==> config.mk <==
export PLATFORM = sky130hd
export DESIGN_NAME = memory_register
export DESIGN_NICKNAME = d
export VERILOG_FILES = /design/src/rtl/memory_register_pkg.sv /design/src/rtl/memory_register_wdec.sv /design/src/rtl/memory_register.sv
export SDC_FILE = /design/constraint.sdc
export NUM_CORES = 2
export LEC_CHECK = 0
export ABC_AREA = 0
export ABC_CLOCK_PERIOD_IN_PS = 56300
export CORE_AREA = 2 2 323 325
export DETAILED_ROUTE_END_ITERATION = 12
export DIE_AREA = 0 0 325 327
export HOLD_SLACK_MARGIN = 0.12
export PLACE_DENSITY = 0.78
export RECOVER_POWER = 50
export SLEW_MARGIN = 20
export SYNTH_ARGS = -nofsm -noshare
export SYNTH_HDL_FRONTEND = slang
export SYNTH_HIERARCHICAL = 1
export SYNTH_SLANG_ARGS = --single-unit
==> constraint.sdc <==
create_clock -name clk -period 56.3 [get_ports clk]
set_input_delay 5.63 -clock clk [delete_from_list [all_inputs] [get_ports clk]]
set_output_delay 5.63 -clock clk [all_outputs]
set_load 0.005 [all_outputs]
==> src/rtl/memory_register_pkg.sv <==
// Shared widths and types for the 32x32 register file.
package memory_register_pkg;

  localparam int unsigned DATA_W = 32;
  localparam int unsigned ADDR_W = 5;
  localparam int unsigned DEPTH  = 2 ** ADDR_W;

  typedef logic [DATA_W-1:0] word_t;
  typedef logic [ADDR_W-1:0] addr_t;

endpackage

==> src/rtl/memory_register_wdec.sv <==
// One-hot write-enable decoder; MEMORY_REGISTER_ZERO_REG_EN masks entry 0.
module memory_register_wdec
  import memory_register_pkg::*;
(
  input  logic [ADDR_W-1:0] writereg_i,
  input  logic              regwrite_i,
  input  logic              clr_i,
  output logic [DEPTH-1:0]  we_o
);

  always_comb begin
    we_o = '0;
    if (regwrite_i && !clr_i) begin
      we_o[writereg_i] = 1'b1;
    end
`ifdef MEMORY_REGISTER_ZERO_REG_EN
    we_o[0] = 1'b0;
`endif
  end

endmodule

==> src/rtl/memory_register.sv <==
// 32x32 register file: two combinational read ports, one synchronous write port,
// async active-high clear. MEMORY_REGISTER_ZERO_REG_EN hardwires register 0 to zero.
module memory_register
  import memory_register_pkg::*;
(
  input  logic              clk,
  input  logic              clr,
  input  logic [ADDR_W-1:0] readreg1,
  input  logic [ADDR_W-1:0] readreg2,
  input  logic [ADDR_W-1:0] writereg,
  input  logic [DATA_W-1:0] data,
  input  logic              regwrite,
  output logic [DATA_W-1:0] read1,
  output logic [DATA_W-1:0] read2
);

  logic [DEPTH-1:0] we;
  word_t            regs_q [DEPTH];

  memory_register_wdec u_wdec (
    .writereg_i (writereg),
    .regwrite_i (regwrite),
    .clr_i      (clr),
    .we_o       (we)
  );

  // Storage array; clear wins over any write.
  always_ff @(posedge clk or posedge clr) begin
    if (clr) begin
      for (int unsigned i = 0; i < DEPTH; i++) begin
        regs_q[i] <= '0;
      end
    end else begin
      for (int unsigned i = 0; i < DEPTH; i++) begin
        if (we[i]) begin
          regs_q[i] <= data;
        end
      end
    end
  end

  // Read ports are unbypassed: a same-edge write shows up only after the edge.
  always_comb begin
    read1 = regs_q[readreg1];
`ifdef MEMORY_REGISTER_ZERO_REG_EN
    if (readreg1 == '0) begin
      read1 = '0;
    end
`endif
  end

  always_comb begin
    read2 = regs_q[readreg2];
`ifdef MEMORY_REGISTER_ZERO_REG_EN
    if (readreg2 == '0) begin
      read2 = '0;
    end
`endif
  end

endmodule

==> reports/metrics.yaml <==
run_status: "finished, violations left"
violations: "capacitance limit, slew limit"
ir_drop_uv: 23.4
portBuffers: 113
hold_path_class: "reg -> reg"
synth_seq_cells: 1024
grt_pass1_wl_mm: 248
num_vias: 39463
dieArea_sq_um: 106000
wl_mm: 165
pin_count: 114
synth_area_per_cell_sq_um: 12.1
rsz0062_at_grt: "false"
drcViolationCount: 0
finalHoldViolCount: 0
setup_slack_ps: 38660
antenna_found_initial: 3
start_util: 0.545
drt_pass1_iterations: 5
end_kind: "async pin"
synth_cells: 4636
postCtsHoldBufs: 0
worst_pin_slew_ps: 9200
nFillCells: 8099
final_cell_area_sq_um: 60800
fin_crit_ps: 17640
cts_buffer_depth: 3
syn_nets: 4686
largest_reg_flops: 1024
finalClockSkew_ps: 0
critPathArrivalTime_ps: 16100
async_reset_ff_frac: 1.00
grt-ovfl-total: 0
fmax_mhz: 56.7
power_mw: 1.95
wl_per_cell_um: 27.9
maxCapViolCount: 30
num_rows: 118
multiInputGateArea_sq_um: 28200
yosysWarningCount: 6
chipWidth_um: 325
seq_area_sq_um: 25600
syn_area_sq_um: 56100
ys_types: 30
start_kind: "input pin"
synthTopCellsByCount: "1024 x dfrtp_1, 1024 x mux2i_1, 765 x mux2_2"
dr.first_iter.drc_count: 3958
required_ps: 54760
p_leak_nw: 29.1
yosys_most_used_dff: "dfrtp_1"
numCtsBuffers: 105
placed_area_sq_um: 57500
core_sq_um: 103000
postRouteAntennaNets: 0
setup_viol: 0
grt_max_degree: 178
synth_seq_area_share: 0.457
die_y_um: 327
post_cts_resize_count: 0
synth_top_area_cell: "dfrtp_1"
synth_top_area_share: 0.457
crit_fanout: 177
area_growth_pct: 8.48
tns_ps: 0
slew_headroom: -5.13
post_cts_buffers: 0
cts.sinks: 1024
clock_latency_ps: 680
cts_max_level: 3
routed_via_density: 6.66
pre_cts_slack_ps: 40090
routabilityCongestion: 0.802
fin_nets: 4506
finalCritPeriodShare: 0.313
grtUsageTotal: 0.303
max_flop_register: "regs_q"
path_class: "in -> async"
place.detailed.hpwl_mm: 84.7
cts_tree: "yes"
cts.reportedPaths.clkPinSlew_ps: 60
slew_viol_final: 1182
synth_edf_count: 0
drive_above_1_share: 0.229
grt_pass1_vias: 40525
ys_top_cells_by_area: "dfrtp_1 46%, mux2i_1 18%, mux2_2 15%, mux2_1 5.2%, a22oi_1 2.6%"
powerDensity_nw_per_um2: 32.1
cts_root_buf: "clkbuf_16"
reg.largest.list: "regs_q: 1024 flops"
[area by class of cell]
type | count | area share
multi-input combinational | 3132 | 0.464
sequential | 1024 | 0.421
clock buffer | 150 | 0.0496
tap | 1380 | 0.0284
timing repair buffer | 192 | 0.0280
clock inverter | 42 | 0.00852
inverter | 1 | 0.0000823
antenna | 1 | 0.0000412
[layer usage]
metal	GRT usage	vias to the layer above	routed length, um
met2	0.466	1863	74000
met4	0.143	6	7360
li1	-	16705	-
met3	0.0678	486	15100
met1	0.410	20403	68600
met5	0	-	34
[critical path: stages]
cell           delay, ps
dlygate4sd3_1        600
clkinvlp_2          2930
clkbuf_1            6590
[path summary, 6_finish.rpt]
kind,slack [ps],depth (start not counted),endpoint,startpoint
max reg2reg,55440,1,regs_q[424]$_DFFE_PP0P_,regs_q[424]$_DFFE_PP0P_
min in group asynchronous,7110,2,regs_q[126]$_DFFE_PP0P_,clr
max in group clk,40110,11,read1[19],readreg1[1]
min reg2reg,510,1,regs_q[420]$_DFFE_PP0P_,regs_q[420]$_DFFE_PP0P_
min,510,1,regs_q[420]$_DFFE_PP0P_,regs_q[420]$_DFFE_PP0P_
max,38660,3,regs_q[684]$_DFFE_PP0P_,clr
[layout by cell type, fill, tap and decap left out, types with 3 or more instances in the layout]
cell type,instances
nor2_4,19
buf_4,58
bufinv_16,10
a31oi_1,64
a22oi_1,192
a21oi_1,192
clkbuf_1,40
nand3_1,193
nor2b_4,4
clkinv_2,22
buf_12,5
or3b_1,3
nor3_1,64
nand3b_1,3
clkinvlp_4,5
buf_2,8
nand2_1,192
dfrtp_1,1024
clkbuf_16,107
a22o_1,128
nor2_1,15
mux2_1,259
nand2b_2,4
mux2i_1,1024
clkbuf_8,18
mux2_2,765
clkdlybuf4s50_1,102
[logic make-up (layout without fill, tap and decap cells)]
| logic type | count (synthesis) | after routing | share of synthesized area |
|---|---|---|---|
| AOI/OAI and AO/OA | 576 | 576 | 0.0700 |
| muxes | 2048 | 2048 | 0.389 |
| DFF | 1024 | 1024 | 0.457 |
| other | 0 | 1 | 0 |
| buffers and inverters | 480 | 385 | 0.0427 |
| and+or+nand+nor | 508 | 508 | 0.0416 |
[stage by stage]
| stage | hold slack [ps] | cells | utilization |
|---|---|---|---|
| 2_1_floorplan | 479 | 4636 | - |
| 4_1_cts | 510 | 5920 | 0.593 |
| 3_5_place_dp | 497 | 5728 | 0.559 |
| 6_report | 510 | 5922 | 0.591 |
| 5_1_grt | 519 | 5921 | 0.591 |
| 3_3_place_gp | 488 | 5728 | 0.559 |
[power breakdown]
group / internal, mW / switching [mW] / leakage, nW
combinational: 0.161 / 0.160 / 13.8
clock: 0.419 / 0.301 / 1.74
sequential: 0.835 / 0.0757 / 13.6
total: 1.41 / 0.537 / 29.1
Note: power is estimated with default switching activity, not from simulation.
